<file path="config.mk">
export PLATFORM = sky130hd
export DESIGN_NAME = lsram_fifo_ctrl_flat
export DESIGN_NICKNAME = d
export VERILOG_FILES = /design/src/rtl/lsram_fifo_pkg.sv /design/src/rtl/lsram_fifo_ctrl_if.sv /design/src/rtl/lsram_fifo_outstage.sv /design/src/rtl/lsram_fifo_ctrl.sv /design/src/flat_wrapper.sv
export SDC_FILE = /design/constraint.sdc
export NUM_CORES = 1
export LEC_CHECK = 0
export CORE_MARGIN = 8
export CORE_UTILIZATION = 35
export DETAILED_ROUTE_END_ITERATION = 6
export GPL_TIMING_DRIVEN = 0
export HOLD_SLACK_MARGIN = 0.03
export SYNTH_ARGS = -nofsm -noshare
export SYNTH_HDL_FRONTEND = slang
export SYNTH_SLANG_ARGS = --single-unit
</file>
<file path="constraint.sdc">
create_clock -name CLK -period 3.95 [get_ports CLK]
set_input_delay 0.9875 -clock CLK [delete_from_list [all_inputs] [get_ports CLK]]
set_output_delay 0.9875 -clock CLK [all_outputs]
set_load 0.01 [all_outputs]
</file>
<file path="src/rtl/lsram_fifo_pkg.sv">
// rtl/lsram_fifo_pkg.sv - shared defaults and width helper for the LSRAM FIFO controller
package lsram_fifo_pkg;

    localparam int DWIDTH_DEF     = 32;
    localparam int AWIDTH_DEF     = 7;
    localparam int AFULL_LVL_DEF  = 120;
    localparam int AEMPTY_LVL_DEF = 4;

    // COUNT must be able to hold the full depth, hence one bit wider than the address
    function automatic int count_width(input int awidth);
        return awidth + 1;
    endfunction

endpackage

</file>
<file path="src/rtl/lsram_fifo_ctrl_if.sv">
// rtl/lsram_fifo_ctrl_if.sv - user push/pop port and LSRAM port bundle of the FIFO controller
interface lsram_fifo_ctrl_if
    import lsram_fifo_pkg::*;
#(
    parameter int DWIDTH = DWIDTH_DEF,
    parameter int AWIDTH = AWIDTH_DEF
);
    localparam int CWIDTH = count_width(AWIDTH);

    logic              WR_EN;
    logic [DWIDTH-1:0] WR_DATA;
    logic              RD_EN;
    logic [DWIDTH-1:0] DOUT;
    logic              DOUT_VALID;
    logic              FULL;
    logic              ALMOST_FULL;
    logic              ALMOST_EMPTY;
    logic [CWIDTH-1:0] COUNT;
    logic              OVERFLOW;
    logic              UNDERFLOW;
    logic              RAM_W_EN;
    logic [AWIDTH-1:0] RAM_W_ADDR;
    logic [DWIDTH-1:0] RAM_W_DATA;
    logic              RAM_R_EN;
    logic [AWIDTH-1:0] RAM_R_ADDR;
    logic [DWIDTH-1:0] RAM_R_DATA;

    modport slave (
        input  WR_EN, WR_DATA, RD_EN, RAM_R_DATA,
        output DOUT, DOUT_VALID, FULL, ALMOST_FULL, ALMOST_EMPTY, COUNT,
               OVERFLOW, UNDERFLOW, RAM_W_EN, RAM_W_ADDR, RAM_W_DATA,
               RAM_R_EN, RAM_R_ADDR
    );

    modport master (
        output WR_EN, WR_DATA, RD_EN, RAM_R_DATA,
        input  DOUT, DOUT_VALID, FULL, ALMOST_FULL, ALMOST_EMPTY, COUNT,
               OVERFLOW, UNDERFLOW, RAM_W_EN, RAM_W_ADDR, RAM_W_DATA,
               RAM_R_EN, RAM_R_ADDR
    );

endinterface

</file>
<file path="src/rtl/lsram_fifo_outstage.sv">
// rtl/lsram_fifo_outstage.sv - head/skid output registers that hide the 1-cycle LSRAM read latency
module lsram_fifo_outstage
    import lsram_fifo_pkg::*;
#(
    parameter int DWIDTH = DWIDTH_DEF
) (
    input  logic              clk,
    input  logic              rst_n,
    input  logic [DWIDTH-1:0] ram_r_data,
    input  logic              pop,
    input  logic              issue,
    output logic [DWIDTH-1:0] dout,
    output logic              dout_valid,
    output logic [1:0]        out_occ,
    output logic              inflight
);

    logic [DWIDTH-1:0] head_q, head_d;
    logic [DWIDTH-1:0] skid_q, skid_d;
    logic              head_vld_q, head_vld_d;
    logic              skid_vld_q, skid_vld_d;
    logic              inflight_q, inflight_d;

    always_comb begin
        head_d     = head_q;
        skid_d     = skid_q;
        head_vld_d = head_vld_q;
        skid_vld_d = skid_vld_q;
        inflight_d = issue;

        if (pop) begin
            if (skid_vld_q) begin
                head_d     = skid_q;
                skid_vld_d = 1'b0;
            end else begin
                head_vld_d = 1'b0;
            end
        end

        // Read data lands in the head if the pop above emptied it, otherwise it queues behind
        if (inflight_q) begin
            if (!head_vld_d) begin
                head_d     = ram_r_data;
                head_vld_d = 1'b1;
            end else begin
                skid_d     = ram_r_data;
                skid_vld_d = 1'b1;
            end
        end
    end

    always_ff @(posedge clk or negedge rst_n) begin
        if (!rst_n) begin
            head_q     <= '0;
            skid_q     <= '0;
            head_vld_q <= 1'b0;
            skid_vld_q <= 1'b0;
            inflight_q <= 1'b0;
        end else begin
            head_q     <= head_d;
            skid_q     <= skid_d;
            head_vld_q <= head_vld_d;
            skid_vld_q <= skid_vld_d;
            inflight_q <= inflight_d;
        end
    end

    assign dout       = head_q;
    assign dout_valid = head_vld_q;
    assign out_occ    = {1'b0, head_vld_q} + {1'b0, skid_vld_q};
    assign inflight   = inflight_q;

endmodule

</file>
<file path="src/rtl/lsram_fifo_ctrl.sv">
// rtl/lsram_fifo_ctrl.sv - FWFT FIFO sequencer for one simple dual-port LSRAM placed beside it
module lsram_fifo_ctrl
    import lsram_fifo_pkg::*;
#(
    parameter int DWIDTH     = DWIDTH_DEF,
    parameter int AWIDTH     = AWIDTH_DEF,
    parameter int AFULL_LVL  = AFULL_LVL_DEF,
    parameter int AEMPTY_LVL = AEMPTY_LVL_DEF
) (
    input  logic             CLK,
    input  logic             RESETN,
    lsram_fifo_ctrl_if.slave bus
);

    localparam int                CWIDTH     = count_width(AWIDTH);
    localparam logic [CWIDTH-1:0] DEPTH      = CWIDTH'(2 ** AWIDTH);
    localparam logic [CWIDTH-1:0] AFULL_CNT  = CWIDTH'(AFULL_LVL);
    localparam logic [CWIDTH-1:0] AEMPTY_CNT = CWIDTH'(AEMPTY_LVL);

    logic [AWIDTH-1:0] wptr_q, wptr_d;
    logic [AWIDTH-1:0] rptr_q, rptr_d;
    logic [CWIDTH-1:0] count_q, count_d;
    logic [CWIDTH-1:0] ram_cnt_q, ram_cnt_d;
    logic              full_q, full_d;
    logic              afull_q, afull_d;
    logic              aempty_q, aempty_d;
    logic              ovf_q, ovf_d;
    logic              udf_q, udf_d;

    logic              push_acc;
    logic              pop_acc;
    logic              issue;
    logic [2:0]        occ_after_pop;
    logic [DWIDTH-1:0] dout;
    logic              dout_valid;
    logic [1:0]        out_occ;
    logic              inflight;

    always_comb begin
        // FULL is the registered value, so a same-cycle pop never makes room for a push
        push_acc      = bus.WR_EN & ~full_q;
        pop_acc       = bus.RD_EN & dout_valid;
        occ_after_pop = {1'b0, out_occ} + {2'b0, inflight} - {2'b0, pop_acc};
        issue         = (ram_cnt_q != '0) && (occ_after_pop < 3'd2);

        wptr_d    = wptr_q + AWIDTH'(push_acc);
        rptr_d    = rptr_q + AWIDTH'(issue);
        ram_cnt_d = ram_cnt_q + CWIDTH'(push_acc) - CWIDTH'(issue);
        count_d   = count_q + CWIDTH'(push_acc) - CWIDTH'(pop_acc);

        full_d   = (count_d == DEPTH);
        afull_d  = (count_d >= AFULL_CNT);
        aempty_d = (count_d <= AEMPTY_CNT);
        ovf_d    = bus.WR_EN & full_q;
        udf_d    = bus.RD_EN & ~dout_valid;
    end

    always_ff @(posedge CLK or negedge RESETN) begin
        if (!RESETN) begin
            wptr_q    <= '0;
            rptr_q    <= '0;
            count_q   <= '0;
            ram_cnt_q <= '0;
            full_q    <= 1'b0;
            afull_q   <= 1'b0;
            aempty_q  <= 1'b1;
            ovf_q     <= 1'b0;
            udf_q     <= 1'b0;
        end else begin
            wptr_q    <= wptr_d;
            rptr_q    <= rptr_d;
            count_q   <= count_d;
            ram_cnt_q <= ram_cnt_d;
            full_q    <= full_d;
            afull_q   <= afull_d;
            aempty_q  <= aempty_d;
            ovf_q     <= ovf_d;
            udf_q     <= udf_d;
        end
    end

    lsram_fifo_outstage #(
        .DWIDTH (DWIDTH)
    ) u_outstage (
        .clk        (CLK),
        .rst_n      (RESETN),
        .ram_r_data (bus.RAM_R_DATA),
        .pop        (pop_acc),
        .issue      (issue),
        .dout       (dout),
        .dout_valid (dout_valid),
        .out_occ    (out_occ),
        .inflight   (inflight)
    );

    assign bus.RAM_W_EN     = push_acc;
    assign bus.RAM_W_ADDR   = wptr_q;
    assign bus.RAM_W_DATA   = bus.WR_DATA;
    assign bus.RAM_R_EN     = issue;
    assign bus.RAM_R_ADDR   = rptr_q;
    assign bus.DOUT         = dout;
    assign bus.DOUT_VALID   = dout_valid;
    assign bus.COUNT        = count_q;
    assign bus.FULL         = full_q;
    assign bus.ALMOST_FULL  = afull_q;
    assign bus.ALMOST_EMPTY = aempty_q;
    assign bus.OVERFLOW     = ovf_q;
    assign bus.UNDERFLOW    = udf_q;

endmodule

</file>
<file path="src/flat_wrapper.sv">
// flat-port wrapper written by rule: the top's interface ports become plain ports
module lsram_fifo_ctrl_flat import lsram_fifo_pkg::*;
#(
    parameter int DWIDTH     = DWIDTH_DEF,
    parameter int AWIDTH     = AWIDTH_DEF,
    parameter int AFULL_LVL  = AFULL_LVL_DEF,
    parameter int AEMPTY_LVL = AEMPTY_LVL_DEF
)
  (CLK, RESETN, bus_WR_EN, bus_WR_DATA, bus_RD_EN, bus_RAM_R_DATA, bus_DOUT, bus_DOUT_VALID, bus_FULL, bus_ALMOST_FULL, bus_ALMOST_EMPTY, bus_COUNT, bus_OVERFLOW, bus_UNDERFLOW, bus_RAM_W_EN, bus_RAM_W_ADDR, bus_RAM_W_DATA, bus_RAM_R_EN, bus_RAM_R_ADDR);
  lsram_fifo_ctrl_if #(.DWIDTH(DWIDTH), .AWIDTH(AWIDTH)) bus_i ();
  input  logic CLK;
  input  logic RESETN;
  input wire logic [$bits(bus_i.WR_EN)-1:0] bus_WR_EN;
  input wire logic [$bits(bus_i.WR_DATA)-1:0] bus_WR_DATA;
  input wire logic [$bits(bus_i.RD_EN)-1:0] bus_RD_EN;
  input wire logic [$bits(bus_i.RAM_R_DATA)-1:0] bus_RAM_R_DATA;
  output wire logic [$bits(bus_i.DOUT)-1:0] bus_DOUT;
  output wire logic [$bits(bus_i.DOUT_VALID)-1:0] bus_DOUT_VALID;
  output wire logic [$bits(bus_i.FULL)-1:0] bus_FULL;
  output wire logic [$bits(bus_i.ALMOST_FULL)-1:0] bus_ALMOST_FULL;
  output wire logic [$bits(bus_i.ALMOST_EMPTY)-1:0] bus_ALMOST_EMPTY;
  output wire logic [$bits(bus_i.COUNT)-1:0] bus_COUNT;
  output wire logic [$bits(bus_i.OVERFLOW)-1:0] bus_OVERFLOW;
  output wire logic [$bits(bus_i.UNDERFLOW)-1:0] bus_UNDERFLOW;
  output wire logic [$bits(bus_i.RAM_W_EN)-1:0] bus_RAM_W_EN;
  output wire logic [$bits(bus_i.RAM_W_ADDR)-1:0] bus_RAM_W_ADDR;
  output wire logic [$bits(bus_i.RAM_W_DATA)-1:0] bus_RAM_W_DATA;
  output wire logic [$bits(bus_i.RAM_R_EN)-1:0] bus_RAM_R_EN;
  output wire logic [$bits(bus_i.RAM_R_ADDR)-1:0] bus_RAM_R_ADDR;
  assign bus_i.WR_EN = bus_WR_EN;
  assign bus_i.WR_DATA = bus_WR_DATA;
  assign bus_i.RD_EN = bus_RD_EN;
  assign bus_i.RAM_R_DATA = bus_RAM_R_DATA;
  assign bus_DOUT = bus_i.DOUT;
  assign bus_DOUT_VALID = bus_i.DOUT_VALID;
  assign bus_FULL = bus_i.FULL;
  assign bus_ALMOST_FULL = bus_i.ALMOST_FULL;
  assign bus_ALMOST_EMPTY = bus_i.ALMOST_EMPTY;
  assign bus_COUNT = bus_i.COUNT;
  assign bus_OVERFLOW = bus_i.OVERFLOW;
  assign bus_UNDERFLOW = bus_i.UNDERFLOW;
  assign bus_RAM_W_EN = bus_i.RAM_W_EN;
  assign bus_RAM_W_ADDR = bus_i.RAM_W_ADDR;
  assign bus_RAM_W_DATA = bus_i.RAM_W_DATA;
  assign bus_RAM_R_EN = bus_i.RAM_R_EN;
  assign bus_RAM_R_ADDR = bus_i.RAM_R_ADDR;
  lsram_fifo_ctrl #(.DWIDTH(DWIDTH), .AWIDTH(AWIDTH), .AFULL_LVL(AFULL_LVL), .AEMPTY_LVL(AEMPTY_LVL)) u_core (.CLK(CLK), .RESETN(RESETN), .bus(bus_i));
endmodule
</file>
==> After elaboration in Yosys (flattened, before gate mapping) <==
Index checks and enable logic that the tools add are counted.
{ "classes": {"eq_ne": 1, "order_cmp": 3, "mux": 10, "reduce_logical": 3, "n_addsub": 9, "bitwise": 6} }
{ "ops": {"columns": ["op", "n"], "rows": [
  ["$mux W32", 4],
  ["$add A8 B1 Y8", 2],
  ["$sub A8 B1 Y8", 2],
  ["$add A7 B1 Y7", 2],
  ["$eq A8 B8 Y1 const B", 1],
  ["$ge A8 B7 Y1 const B", 1],
  ["$le A8 B3 Y1 const B", 1],
  ["$reduce_bool A8 Y1", 1],
  ["$mux W1", 6],
  ["$and A1 B1 Y1", 4],
  ["$add A2 B1 Y3", 1],
  ["$lt A3 B2 Y1 const B", 1],
  ["$sub A3 B1 Y3", 1],
  ["$add A1 B1 Y2", 1],
  ["$not A1 Y1", 2],
  ["$reduce_and A2 Y1", 1],
  ["$logic_and A1 B1 Y1", 1]
]} }
{ "word_totals": {"input_bits": 68, "elab_cells": 46, "reg_bits": 102, "output_inout_bits": 94} }

==> Longest topological paths before layout <==
Gate-level depths: netlist of the first run.
{ "logic_depth": {"word_depth": 6, "mapped_depth": 16, "mapped_depth_nobuf": 15} }

==> By module <==
A second synthesis of the first run with hierarchy kept.
{ "unflattened": {"hier_cells": 390, "area_unflattened_um2": 5107.4} }
{ "modules_own_cells": {"columns": ["mod", "area_each_um2", "instances", "seq_area_each_um2", "cells_per_inst"], "rows": [
  ["lsram_fifo_outstage", 2919.0, 1, 1676.6, 185],
  ["lsram_fifo_ctrl", 2188.3, 1, 877.1, 205]
]} }

==> Worst setup path before layout of the first run <==
Ideal clock, no wire load.
{ "synth_timing": {"path_type": "input port to flip-flop", "start": "in bus_RD_EN", "end": "reg u_core.ram_cnt_q[7]", "arrival_ps": 3794, "setup_slack_ps": 33, "n_path_buf": 0, "cell_stages": 14, "required_ps": 3827, "setup_time_ps": 123, "cell_sequence": "nand2_1 > xnor2_1 > ha_1 > nor2_1 > mux2_2 > a21oi_1 > ha_1 > inv_1 > ha_1 > a21o_1 > and4b_1 > a2111oi_0 > a21oi_1 > xnor2_1"} }
{ "synth_between": {"elab_chain_cells": 5} }
{ "synth_lines": {"columns": ["element", "line_no", "text"], "rows": [
  ["from (decl)", "flat_wrapper.sv:15", "input wire logic [$bits(bus_i.RD_EN)-1:0] bus_RD_EN;"],
  ["$and A1 B1 Y1", "lsram_fifo_ctrl.sv:42", "pop_acc = bus.RD_EN & dout_valid;"],
  ["$sub A3 B1 Y3", "lsram_fifo_ctrl.sv:43", "occ_after_pop = {1'b0, out_occ} + {2'b0, inflight} - {2'b0, pop_acc};"],
  ["$lt A3 B2 Y1", "lsram_fifo_ctrl.sv:44", "issue = (ram_cnt_q != '0) && (occ_after_pop < 3'd2);"],
  ["$logic_and A1 B1 Y1", "lsram_fifo_ctrl.sv:44", null],
  ["net bus_RAM_R_EN", "flat_wrapper.sv:28", "output wire logic [$bits(bus_i.RAM_R_EN)-1:0] bus_RAM_R_EN;"],
  ["$sub A8 B1 Y8", "lsram_fifo_ctrl.sv:48", "ram_cnt_d = ram_cnt_q + CWIDTH'(push_acc) - CWIDTH'(issue);"],
  ["net u_core.ram_cnt_d[7]", "lsram_fifo_ctrl.sv:23", "logic [CWIDTH-1:0] ram_cnt_q, ram_cnt_d;"],
  ["to (signal assigned)", "lsram_fifo_ctrl.sv:73", "ram_cnt_q <= ram_cnt_d;"],
  ["to (decl)", "lsram_fifo_ctrl.sv:23", null]
]} }
The timed path passes the listed nets, and every way through them passes these cells.
A chain may end at the register's enable or synchronous reset.

==> Final worst setup path of the first run <==
{ "layout_timing": {"start": "in bus_RD_EN", "end": "out bus_RAM_R_EN"} }
{ "layout_between": {"elab_chain_cells": 4} }
{ "layout_lines": {"columns": ["element", "line_no"], "rows": [
  ["$and A1 B1 Y1", "lsram_fifo_ctrl.sv:42"],
  ["$sub A3 B1 Y3", "lsram_fifo_ctrl.sv:43"],
  ["$lt A3 B2 Y1", "lsram_fifo_ctrl.sv:44"],
  ["$logic_and A1 B1 Y1", "lsram_fifo_ctrl.sv:44"],
  ["to (decl)", "flat_wrapper.sv:28"]
]} }
No other way between the ends.

==> flow_summary_export.csv, run 1 <==
group,metric,value,unit
floorplan,initial_core_util,35.7,%
global_routing,grt-ovfl-total,0,
power,swShare,37.9,%
drt,vias,3576,
clocking,cts_root_buf,"clkbuf_16",
global_routing,grt_pass1_vias,3812,
final_layout,antennaDiodeCount,0,
drt,firstDrtPassIters,6,
power,p_clk_share,13.9,%
setup_path,cp_cell_sequence,"dlymetal6s2s_1, nand2_2, xnor2_1, ha_1, nor2_1, mux2_2, a21oi_4, dlygate4sd2_1",
global_routing,track_usage,13.1,%
synthesis,ys_warn_count,0,
synthesis,ys_seq_area_share,51.5,%
synthesis,syn_area,0.00495,sq mm
setup_path,crit_arrival,2.52,ns
timing,rsz0062_at_grt,"no",
synthesis,ys_seq_elements,102,
synthesis,synth_nets,521,
final_layout,drive_gt1_share,17.2,%
drt,drcViolationCount,0,
setup_path,worst-endpoint-required,2.96,ns
power,ir_worst_vdd,0.486,mV
drt,via_per_inst,4.74,
timing,drv_slew,0,
synthesis,synth_compound_area_share,8.16,%
power,seqPwrFrac,31.2,%
clocking,clock_latency,0.34,ns
timing,setup_viol,0,
synthesis,synth_top_family_by_area,"multiplexers",
clocking,cts_hold_buf,0,
power,power_leakage,0.00312,uW
final_layout,finalNetCount,662,
power,power_density,909,mW/mm^2
synthesis,ys_async_sr_fraction,100,%
clocking,clk_pin_slew,0.07,ns
synthesis,syn_avg_cell_area,11.6,sq um
clocking,cts_max_level,3,
setup_path,cpPeakStageDelay,0.30,ns
synthesis,yosysTopAreaCell,"dfrtp_1",
power,internal-power,3850,uW
power,power,6190,uW
synthesis,yosys_most_used_dff,"dfrtp_1",
final_layout,utilization,49.1,%
synthesis,synthAdderAreaFrac,6.62,%
synthesis,synth-simple-area-share,7.15,%
floorplan,dieWidth,135,microns
floorplan,dieArea,0.0182,sq mm
timing,finClkSkew,0.00370,ns
floorplan,io_pins,162,
timing,hold_viol,0,
synthesis,synth_xor_area_share,4.24,%
power,switchingPower,2350,uW
timing,whs,0.481,ns
flow_run,drv_cap,0,
timing,fmax,285,MHz
setup_path,crit_path_max_fanout,4,
setup_path,cp_slowest_cell,"ha_1",
placement,io_buffers,129,
drt,wl_per_cell,15.8,microns
synthesis,syn_inst,428,
synthesis,synthTopCellsByArea,"dfrtp_1, mux2_2, mux2i_1",
setup_path,cp-start-kind,"input pin",
setup_path,path_class,"in -> out",
placement,gp_congestion,0.776,
global_routing,grt_pass1_wl,19.3,mm
final_layout,stdcell_count,754,
synthesis,synth_edf_count,0,
clocking,clockBufferDepth,2,
final_layout,area_growth,37.5,%
placement,placedCellCount,738,
setup_path,path_delay_family,"buffers and inverters",
clocking,numCtsBuffers,9,
synthesis,synthMuxAreaShare,14.2,%
timing,tightest_slew,0.597,ns
synthesis,synth_cell_types,44,
global_routing,grt_start_max_net_pins,60,
setup_path,cp-end-kind,"primary output",
power,p_comb_share,54.9,%
clocking,tritoncts,"yes",
timing,relSlewSlack,60.2,%
clocking,postCtsSetupBuffers,0,
drt,routed_wl,11.9,mm
floorplan,core,0.0139,sq mm
min_path,hp-class,"reg -> reg",
floorplan,num_rows,43,
synthesis,synthDominantCellAreaShare,51.0,%
floorplan,die_h,135,microns
drt,ant_nets,0,
global_routing,antenna_found_initial,0,
timing,period_share,88.8,%
status,status,"finished clean",
drt,drt_iter0_drc,205,
timing,min_period,3.51,ns
clocking,cts.sinks,102,
placement,hpwl,8.71,mm
setup_path,cp_num_buf_inv,2,
cell families after synthesis:
group	count (synthesis)
DFF	102
AOI/OAI and AO/OA	67
adders and majority gates	25
and+or+nand+nor	71
buffers and inverters	73
muxes	66
xor gates and xnor gates	24
registers in the layout (all words and copies together), names as in the netlist:
name                          count
u_core.bus.ALMOST_FULL            1
u_core.u_outstage.skid_q         32
u_core.u_outstage.skid_vld_q      1
u_core.u_outstage.dout_valid      1
u_core.ram_cnt_q                  8
u_core.bus.RAM_R_ADDR             7
u_core.bus.COUNT                  8
u_core.u_outstage.dout           32
u_core.bus.RAM_W_ADDR             7
u_core.bus.FULL                   1
u_core.bus.UNDERFLOW              1
u_core.bus.ALMOST_EMPTY           1
u_core.bus.OVERFLOW               1
u_core.u_outstage.inflight        1
worst paths after layout:
kind                                                   start                           to  slack [ns]  cells after the start
min in group asynchronous                             RESETN   u_core.u_outstage.dout[29]        0.64                      1
max in group asynchronous                             RESETN  u_core.u_outstage.skid_q[3]        2.60                      2
worst min register to register      u_core.bus.RAM_W_ADDR[6]     u_core.bus.RAM_W_ADDR[6]        0.48                      1
worst max register to register  u_core.u_outstage.dout_valid          u_core.ram_cnt_q[6]        0.57                     16
worst min-delay path                u_core.bus.RAM_W_ADDR[6]     u_core.bus.RAM_W_ADDR[6]        0.48                      1
worst max-delay path                               bus_RD_EN                 bus_RAM_R_EN        0.44                      8
what timing repair did:
action                                 in CTS  in global routing
endpoints found under the hold margin       0                  0
pin swaps                                   0                  1
resized for setup                           6                  2
setup endpoints to repair                   4                  4
final cells by class:
type / count / area [sq um]
Clock buffer: 11 / 233
Clock inverter: 5 / 50.0
Tap cell: 180 / 225
Timing Repair Buffer: 130 / 1320
Sequential cell: 102 / 2550
Inverter: 23 / 86.3
Fill cell: 1241 / 7070
Multi-Input combinational cell: 253 / 2030
Buffer: 50 / 315
metrics by stage:
step | area [sq um] | worst slack [ns] | TNS, ns
detailed placement | 6500 | -0.838 | -2.92
CTS | 6810 | 0.00381 | 0
global route | 6810 | 0.291 | 0
floorplan | 4950 | 0.0333 | 0
finish | 6810 | 0.443 | 0
global placement | 6470 | -2.01 | -205.84
power by group through the flow:
| stage | clock network, uW | registers [uW] | logic [uW] |
|---|---|---|---|
| after floorplan | 0 | 2030 | 2030 |
| after global placement | 0 | 1930 | 3290 |
| after detailed placement | 0 | 1950 | 3360 |
| after CTS | 897 | 1940 | 3440 |
| after global routing | 933 | 2010 | 3780 |
| final | 861 | 1930 | 3400 |
synth_stat cells, drive strengths merged (3+ instances only):
library cell / count
a211oi: 3
a21oi: 9
buf: 38
clkbuf: 12
dfrtp: 101
ha: 23
inv: 23
mux2: 34
mux2i: 32
nand2: 37
nand2b: 3
nand3: 9
nor2: 8
o21ai: 41
o21bai: 3
xnor2: 15
xor2: 9
per-layer routing:
| metal | global-route usage (%) | routed length (microns) | up-vias |
|---|---|---|---|
| met5 | 0 | 0 | - |
| met4 | 5.00 | 165 | 0 |
| met3 | 4.46 | 985 | 10 |
| met2 | 21.2 | 5700 | 113 |
| met1 | 15.8 | 5080 | 1745 |
| li1 | - | - | 1708 |
placed cells by master (no fill, tap or decap), drive strengths merged, types with 2 or more instances in the layout:
cell type,count
clkbuf,23
xnor2,15
and3,2
nand2,37
xor2,9
o21ai,41
mux2,34
buf,40
a211oi,3
a21oi,9
dfrtp,101
clkdlybuf4s50,126
nor2,8
nand3,9
or2,2
nand2b,3
ha,23
o21a,2
mux2i,32
fa,2
and2,2
inv,23
o21bai,3
clkinv,4
(Power assumes the default switching activity.)
==> inputs of run 2 (changes only) <==
--- a/config.mk
+++ b/config.mk
@@ -7,6 +7,7 @@
 export LEC_CHECK = 0
 export CORE_MARGIN = 8
 export CORE_UTILIZATION = 35
+export CTS_CLUSTER_SIZE = 30
 export DETAILED_ROUTE_END_ITERATION = 6
 export GPL_TIMING_DRIVEN = 0
 export HOLD_SLACK_MARGIN = 0.03
==> results of run 2 <==
Final layout, timing and power as in run 1 (identical DEF).
==> inputs of run 3 (changes only) <==
--- a/config.mk
+++ b/config.mk
@@ -6,11 +6,12 @@
 export NUM_CORES = 1
 export LEC_CHECK = 0
 export CORE_MARGIN = 8
-export CORE_UTILIZATION = 35
+export CORE_UTILIZATION = 46
 export CTS_CLUSTER_SIZE = 30
 export DETAILED_ROUTE_END_ITERATION = 6
 export GPL_TIMING_DRIVEN = 0
 export HOLD_SLACK_MARGIN = 0.03
+export PLACE_DENSITY = 0.8
 export SYNTH_ARGS = -nofsm -noshare
 export SYNTH_HDL_FRONTEND = slang
 export SYNTH_SLANG_ARGS = --single-unit
==> run 3 against run 2 <==
Net effect:
- die area is 21% lower
- worst setup slack worse by 0.27 ns
- sequential power hardly changed
- cell area is 2.3% lower
- global-route usage is 2.7 points higher
- power is 3.9% lower
- via count is 0.59% higher
- worst hold slack better by 0.0042 ns
==> flow_summary_export.csv, run 3 (synthesis results as in run 1) <==
group,metric,value,unit
clocking,cts_hold_buf,0,
clocking,clock_latency,0.35,ns
timing,hold_viol,0,
min_path,hp-class,"reg -> reg",
global_routing,grt_start_max_net_pins,54,
final_layout,finalNetCount,662,
placement,io_buffers,129,
clocking,cts.sinks,102,
setup_path,crit_arrival,4.02,ns
timing,fmax,265,MHz
setup_path,worst-endpoint-required,4.19,ns
setup_path,r2r_slack,0.59,ns
drt,drt_iter0_drc,160,
timing,relSlewSlack,56.6,%
final_layout,fillers,848,
setup_path,cp-end-kind,"flip-flop",
setup_path,cp_cell_sequence,"clkdlybuf4s50_1, nand2_2, xnor2_1, ha_1, nor2_1, mux2_2, a21oi_4, ha_1, inv_1, ha_1, fa_2, a21oi_2, o21bai_1, a21oi_1, o21bai_1, xor2_1",
drt,maxUsedRoutingLayer,"met4",
drt,ant_nets,0,
floorplan,num_rows,38,
clocking,tritoncts,"yes",
flow_run,drv_cap,0,
floorplan,dieArea,0.0143,sq mm
final_layout,antennaDiodeCount,0,
floorplan,io_pins,162,
timing,period_share,95.7,%
power,ir_worst_vdd,0.598,mV
global_routing,antenna_found_initial,0,
clocking,cts_root_buf,"clkbuf_8",
setup_path,cp_num_buf_inv,2,
timing,setup_tns,0,ns
final_layout,drive_gt1_share,17.9,%
timing,min_period,3.78,ns
setup_path,crit_path_max_fanout,4,
setup_path,crit_path_frequent_cell,"ha_1",
power,power,5950,uW
drt,via_per_inst,5.04,
power,power_density,894,mW/mm^2
floorplan,initial_core_util,46.3,%
final_layout,stdcell_area,0.00666,sq mm
placement,gp_congestion,0.798,
setup_path,cp_slowest_cell,"clkdlybuf4s50_1",
placement,hpwl,8.65,mm
setup_path,cpPeakStageDelay,0.54,ns
floorplan,core,0.0107,sq mm
setup_path,path_class,"in -> reg",
drt,wl_met2,5.63,mm
final_layout,layout_commonest_cell,"clkdlybuf4s50_1",
timing,finClkSkew,0.00994,ns
clocking,clockBufferDepth,2,
drt,drcViolationCount,0,
final_layout,final_cell_mix,"clkdlybuf4s50_1, dfrtp_1, o21ai_0",
drt,wl_per_cell,15.9,microns
clocking,cts_max_level,3,
timing,setup_viol,0,
timing,tightest_slew,0.651,ns
floorplan,die_h,120,microns
clocking,numCtsBuffers,9,
drt,routed_wl,11.3,mm
clocking,clk_pin_slew,0.10,ns
status,status,"finished clean",
global_routing,track_usage,15.8,%
global_routing,grt_pass1_vias,3825,
timing,layout_setup_ws,0.170,ns
setup_path,cp-start-kind,"input pin",
power,power_leakage,0.00305,uW
drt,firstDrtPassIters,4,
final_layout,area_growth,34.3,%
drt,routed-wl-met3,908,microns
global_routing,grt-ovfl-total,0,
placement,place_ws,-0.821,ns
timing,drv_slew,0,
setup_path,path_delay_family,"adder cells",
floorplan,dieWidth,120,microns
timing,rsz0062_at_grt,"no",
global_routing,grt_pass1_wl,18.8,mm
clocking,postCtsSetupBuffers,0,
placement,placed_area,0.00645,sq mm
drt,drt-met1-wl,4.67,mm
drt,vias,3597,
## run 3: repair_timing
action,in CTS,in global routing
cloned,0,0
resized for setup,6,5
pin swaps,0,1
endpoints found under the setup margin,4,4
## run 3: power breakdown
| group | total [uW] | switching (uW) | internal (uW) |
|---|---|---|---|
| clock | 589 | 342 | 247 |
| combinational | 3420 | 1670 | 1750 |
| sequential | 1940 | 321 | 1610 |
| total | 5950 | 2340 | 3610 |
## run 3: path summary, 6_finish.rpt
kind,startpoint,cells past startpoint,to
min in group asynchronous,RESETN,1,u_core.bus.COUNT[4]
setup / recovery,bus_RD_EN,16,u_core.ram_cnt_q[6]
hold / removal,u_core.bus.RAM_R_ADDR[6],1,u_core.bus.RAM_R_ADDR[6]
max in group asynchronous,RESETN,2,u_core.u_outstage.dout[12]
setup reg to reg,u_core.u_outstage.dout_valid,16,u_core.ram_cnt_q[6]
hold reg to reg,u_core.bus.RAM_R_ADDR[6],1,u_core.bus.RAM_R_ADDR[6]
## run 3: layer usage
layer | track usage, % | vias to the layer above
met2 | 26.7 | 112
met4 | 4.84 | 0
met5 | 0 | -
li1 | - | 1710
met1 | 18.5 | 1763
met3 | 5.45 | 12
## run 3: area by class of cell
type	instances	area, sq um	area share [%]
Sequential cell	102	2550	38.4
Multi-Input combinational cell	253	2040	30.6
Timing Repair Buffer	130	1310	19.7
Buffer	50	315	4.74
Tap cell	140	175	2.63
Clock buffer	11	141	2.12
Inverter	23	86.3	1.30
Clock inverter	5	33.8	0.508
## run 3: stage by stage
step / utilization (%) / cells / hold WS (ns)
2_1_floorplan: - / 428 / 0.470
3_3_place_gp: 60.0 / 697 / 0.463
3_5_place_dp: 60.3 / 698 / 0.471
4_1_cts: 62.2 / 714 / 0.486
5_1_grt: 62.2 / 714 / 0.508
6_report: 62.2 / 714 / 0.485
## run 3: worst reg2reg max path: stages (launching register included)
cell	delay, ns
dfrtp_1	0.37
clkbuf_1	0.35
nand2_2	0.15
xnor2_1	0.15
ha_1	0.30
nor2_1	0.04
mux2_2	0.28
a21oi_4	0.20
ha_1	0.16
inv_1	0.04
ha_1	0.20
fa_2	0.38
a21oi_2	0.14
o21bai_1	0.10
a21oi_1	0.17
o21bai_1	0.09
xor2_1	0.14
==> RTL edit 1, RTL diff (settings of run 3) <==
Change the package constant `DWIDTH_DEF` from 32 to 28.
--- a/src/rtl/lsram_fifo_pkg.sv
+++ b/src/rtl/lsram_fifo_pkg.sv
@@ -3,3 +3,3 @@
 
-    localparam int DWIDTH_DEF     = 32;
+    localparam int DWIDTH_DEF     = 28;
     localparam int AWIDTH_DEF     = 7;
Interface: changed (resized bus_DOUT, bus_RAM_R_DATA, bus_RAM_W_DATA and bus_WR_DATA); port bits go from 162 to 146. No check against the original RTL was run, so the function may have changed too.
==> RTL edit 1 against run 3 <==
  * Wire length decreased by 2.8%
  * Sequential share of layout area shrank 0.30 points
  * Highest routed layer unchanged
  * Power decreased by 4.8%
  * Combinational power decreased by 5%
  * Worst setup slack gained 160 ps
  * Sequential power fell by 8%
  * Synthesized area is 7.2% lower
  * Critical endpoint unchanged
  * Sequential cell count shrank 8
  * Clock power rose by 5.6%
  * Critical path type unchanged
  * Design area decreased by 7.1%
==> RTL edit 1: results (changes against run 3) <==
top cells by count, synth=dfrtp_1 (93), o21ai_0 (37), nand2_1 (33), mux2_2 (30); Post-Place Cells=650 (-6.9%); drt first-iter violations=133 (-17%); skew final=18.60 ps (+8.665 ps); Final Non-Filler Cells=666 (-6.7%); LEAKAGE=2.845 nW (-6.6%); Switching Fraction=0.4027 (+0.009607); Resize count post-CTS=7 (+1); DP Wirelength=8395 um (-2.9%); Syn Nets=484 (-7.1%); Synth Area per Inst=11.52 um^2 (-0.45%); Unique masters post-synth=43 (-2.3%); Peak VDD IR=712.0 uV (+19%); Synth area leaders=dfrtp_1 (51%), mux2_2 (7.3%), ha_1 (6.3%), mux2i_1 (6.1%), buf_4 (4.6%); PortBufs=117 (-9.3%); largest net degree at the start of global routing=52 (-3.7%); max incr delay on CP=420 ps (-120 ps); Final GP Congestion=0.8261 (+3.5%); post-synthesis sequential area ratio=0.5118 (-0.003567); Slowest cell on crit path=fa_1; vias in the first global route=3,509 (-8.3%); status=finished, final reports clean; worst-skew pair later-pin latency=370 ps (+20 ps); layout cells sized above 1=0.1745 (-0.004958); Slew HR=0.6141 (+0.04814); Final #Nets=613 (-7.4%); via count=3,375 (-6.2%); first-pass GRT wire length=17,280 um (-8.2%); worst slack at placement=-917.8 ps (-96.81 ps); Critical Path AT=3870 ps (-150 ps); Syn. warnings=0 (unchanged); total track usage=0.1614 (+0.003506); fillcell total=788 (-7.1%)
-- RTL edit 1: cell count changes in the layout (fill, tap and decap cells not counted), sizes merged, moves of 3 or more --
| cell | before | now |
|---|---|---|
| nand2 | 37 | 33 |
| o21ai | 41 | 37 |
| mux2 | 34 | 30 |
| inv | 24 | 27 |
| dfrtp | 101 | 93 |
| mux2i | 32 | 28 |
| buf | 40 | 36 |
| clkbuf | 24 | 20 |
| clkdlybuf4s50 | 127 | 114 |
-- RTL edit 1: path summary, 6_finish.rpt --
check | startpoint | end | slack [ps]
max | bus_RD_EN | u_core.ram_cnt_q[6] | 330
min | u_core.bus.RAM_W_ADDR[6] | u_core.bus.RAM_W_ADDR[6] | 500
max reg2reg | u_core.u_outstage.dout_valid | u_core.ram_cnt_q[6] | 440
min reg2reg | u_core.bus.RAM_W_ADDR[6] | u_core.bus.RAM_W_ADDR[6] | 500
max in group asynchronous | RESETN | u_core.bus.RAM_W_ADDR[4] | 2680
min in group asynchronous | RESETN | u_core.u_outstage.dout[24] | 600
-- RTL edit 1: through the flow --
stage / area [um^2] / total power, W
2_1_floorplan: 4598 / 0.003803
3_3_place_gp: 5936 / 0.004830
3_5_place_dp: 5961 / 0.005002
4_1_cts: 6180 / 0.005709
5_1_grt: 6182 / 0.006086
6_report: 6182 / 0.005662
-- RTL edit 1: cells by family after synthesis --
logic type                 after synthesis  share of synthesized area
buffers and inverters                   68                    0.08000
adders and majority gates               25                    0.07129
xor gates and xnor gates                24                    0.04572
AOI/OAI and AO/OA                       63                    0.08245
muxes                                   58                     0.1344
DFF                                     94                     0.5118
and+or+nand+nor                         67                    0.07429
-- RTL edit 1: power groups by stage --
stage	clock, W	sequential (W)	combinational [W]
3_5_place_dp	0	0.00181	0.00319
4_1_cts	0.000642	0.00179	0.00327
6_report	0.000622	0.00179	0.00325
5_1_grt	0.000670	0.00185	0.00357
3_3_place_gp	0	0.00178	0.00305
2_1_floorplan	0	0.00188	0.00193
-- RTL edit 1: per-layer routing --
| layer | track usage | part of all wire |
|---|---|---|
| met2 | 0.2971 | 0.53 |
| met3 | 0.04325 | 0.067 |
| met5 | 0 | 0 |
| met4 | 0.04581 | 0.011 |
| met1 | 0.1773 | 0.39 |
-- RTL edit 1: cell type report --
type / count / area [um^2] / share of cell area
Sequential cell: 94 / 2354 / 0.3807
Multi-Input combinational cell: 237 / 1909 / 0.3088
Timing Repair Buffer: 118 / 1197 / 0.1937
Buffer: 45 / 281.5 / 0.04554
Tap cell: 133 / 166.4 / 0.02692
Clock buffer: 9 / 123.9 / 0.02004
Inverter: 23 / 86.33 / 0.01396
Clock inverter: 7 / 63.81 / 0.01032
==> RTL edit 2, RTL diff (config.mk and constraints of run 3) <==
Made on the original files. Make the reset (`RESETN` and `rst_n`) synchronous in 2 clocked blocks.
--- a/src/rtl/lsram_fifo_outstage.sv
+++ b/src/rtl/lsram_fifo_outstage.sv
@@ -51,3 +51,3 @@
 
-    always_ff @(posedge clk or negedge rst_n) begin
+    always_ff @(posedge clk) begin
         if (!rst_n) begin
--- a/src/rtl/lsram_fifo_ctrl.sv
+++ b/src/rtl/lsram_fifo_ctrl.sv
@@ -57,3 +57,3 @@
 
-    always_ff @(posedge CLK or negedge RESETN) begin
+    always_ff @(posedge CLK) begin
         if (!RESETN) begin
Formal check against the unedited RTL: differs if RESETN is asserted again (counterexample within 4 cycles, from zero or initial values and one cycle with RESETN low); with RESETN held inactive, the same outputs for 10 cycles.
==> RTL edit 2 against run 3 <==
  * Wire length up 9.7%
  * Sequential cell count unchanged
  * Largest cell class is now multi-input combinational cells
  * Core utilization up 0.84 points
  * Worst setup slack better by 69 ps
  * Sequential share of layout area down 6.4 points
  * Power down 36%
  * Highest routed layer unchanged
  * Synthesized area down 4.7%
  * Design area down 3.9%
==> RTL edit 2: results (changes against run 3) <==
H-tree levels=3 (unchanged); total track usage=0.1793 (+0.02146); cts bufs inserted=9 (unchanged); Slowest cell on crit path=fa_1; hold_ws=460.4 ps (-25.02 ps); RR Endpoint=u_core.ram_cnt_q[6]; status=finished, final reports clean; DP Wirelength=9612 um (+11%); worst-skew pair later-pin latency=360 ps; Unique masters post-synth=43 (-2.3%); Slew @ Worst Pin=534.6 ps (-116.5 ps); Peak VDD IR=517.2 uV (-13%); xor-xnor portion of the synthesized cell area=0.03685 (-0.005574); start point of the worst hold path=u_core.u_outstage.skid_q[6]; setup bufs post-CTS=1 (+1); drt first-iter violations=259 (+62%); GR Layer Usage met2=0.3161 (+0.04922); final worst setup slack=239.2 ps (+68.98 ps); reg2reg setup slack=540 ps (-50 ps); uppermost layer routed=met4; cell family with most CP delay=adder cells; Hold Path Class=reg -> reg; post-synthesis compound-gate area fraction=0.1363 (+0.05470); met1 Use GR=0.2068 (+0.02130); reg-to-reg startpoint=u_core.u_outstage.dout_valid; hold endpoint=u_core.u_outstage.skid_q[6]; Final #Nets=769 (+16%); top cells by count, synth=dfxtp_1 (102), nand2_1 (73), nor2_1 (53), a21oi_1 (41), buf_4 (33); post-synthesis sequential area ratio=0.4327 (-0.08274); Seq pwr share=0.356 (+0.031); DRT met1 WL=5102 um (+9.3%); asr flop ratio synth=0 (-1.000); Hold Path Depth=2 (+1); Synth Area in Adders=0.07211 (+0.005949); Synth area leaders=dfxtp_1 (43%), mux2i_1 (6.8%), ha_1 (6.4%), nand2_1 (5.8%), buf_4 (5.2%); WL met3=920 um (+1.3%); skew final=12.19 ps (+2.253 ps); vias in the first global route=4,130 (+8.0%); combinational power=0.00183 W (-46%); Critical Path AT=3980 ps (-40 ps); layout cells sized above 1=0.1059 (-0.07356); Switching Fraction=0.3800 (-0.01305); worst slack at placement=-877.1 ps (-56.11 ps); largest net degree at the start of global routing=19 (-65%); max incr delay on CP=400 ps (-140 ps); Final GP Congestion=0.8165 (+2.3%); cells on worst reg2reg path=17 (+1); first-pass GRT wire length=19,750 um (+4.9%); Syn. warnings=0 (unchanged); LEAKAGE=2.707 nW (-11%); Total Power=0.003799 W (-36%); Avg Vias per Cell=5.021 (-0.34%); Syn Nets=628 (+21%); average wire per standard cell=15.22 um (-4.0%); GR Layer Usage met3=0.05593 (+0.001440)
RTL edit 2: cell types whose count changed in the layout (fill, tap and decap cells not counted), sizes merged, moves of 4 or more:
cell,before,now
dfxtp,0,102
dfrtp,101,0
nor2,8,53
nand2,37,74
o21ai,41,4
mux2,34,0
a21oi,9,42
a211oi,3,33
and2,2,12
inv,24,33
buf,40,48
xnor2,15,10
nor3,1,5
RTL edit 2: cell type report:
cell class,count,area (um^2)
Buffer,59,356.6
Clock inverter,7,57.56
Clock buffer,9,123.9
Inverter,30,112.6
Timing Repair Buffer,130,1292
Multi-Input combinational cell,343,2237
Fill cell,838,3746
Sequential cell,102,2042
Tap cell,136,170.2
RTL edit 2: stage by stage:
step | cells | cell area (um^2)
6_report | 816 | 6392
3_5_place_dp | 799 | 6181
4_1_cts | 816 | 6382
2_1_floorplan | 534 | 4720
5_1_grt | 816 | 6392
3_3_place_gp | 799 | 6181
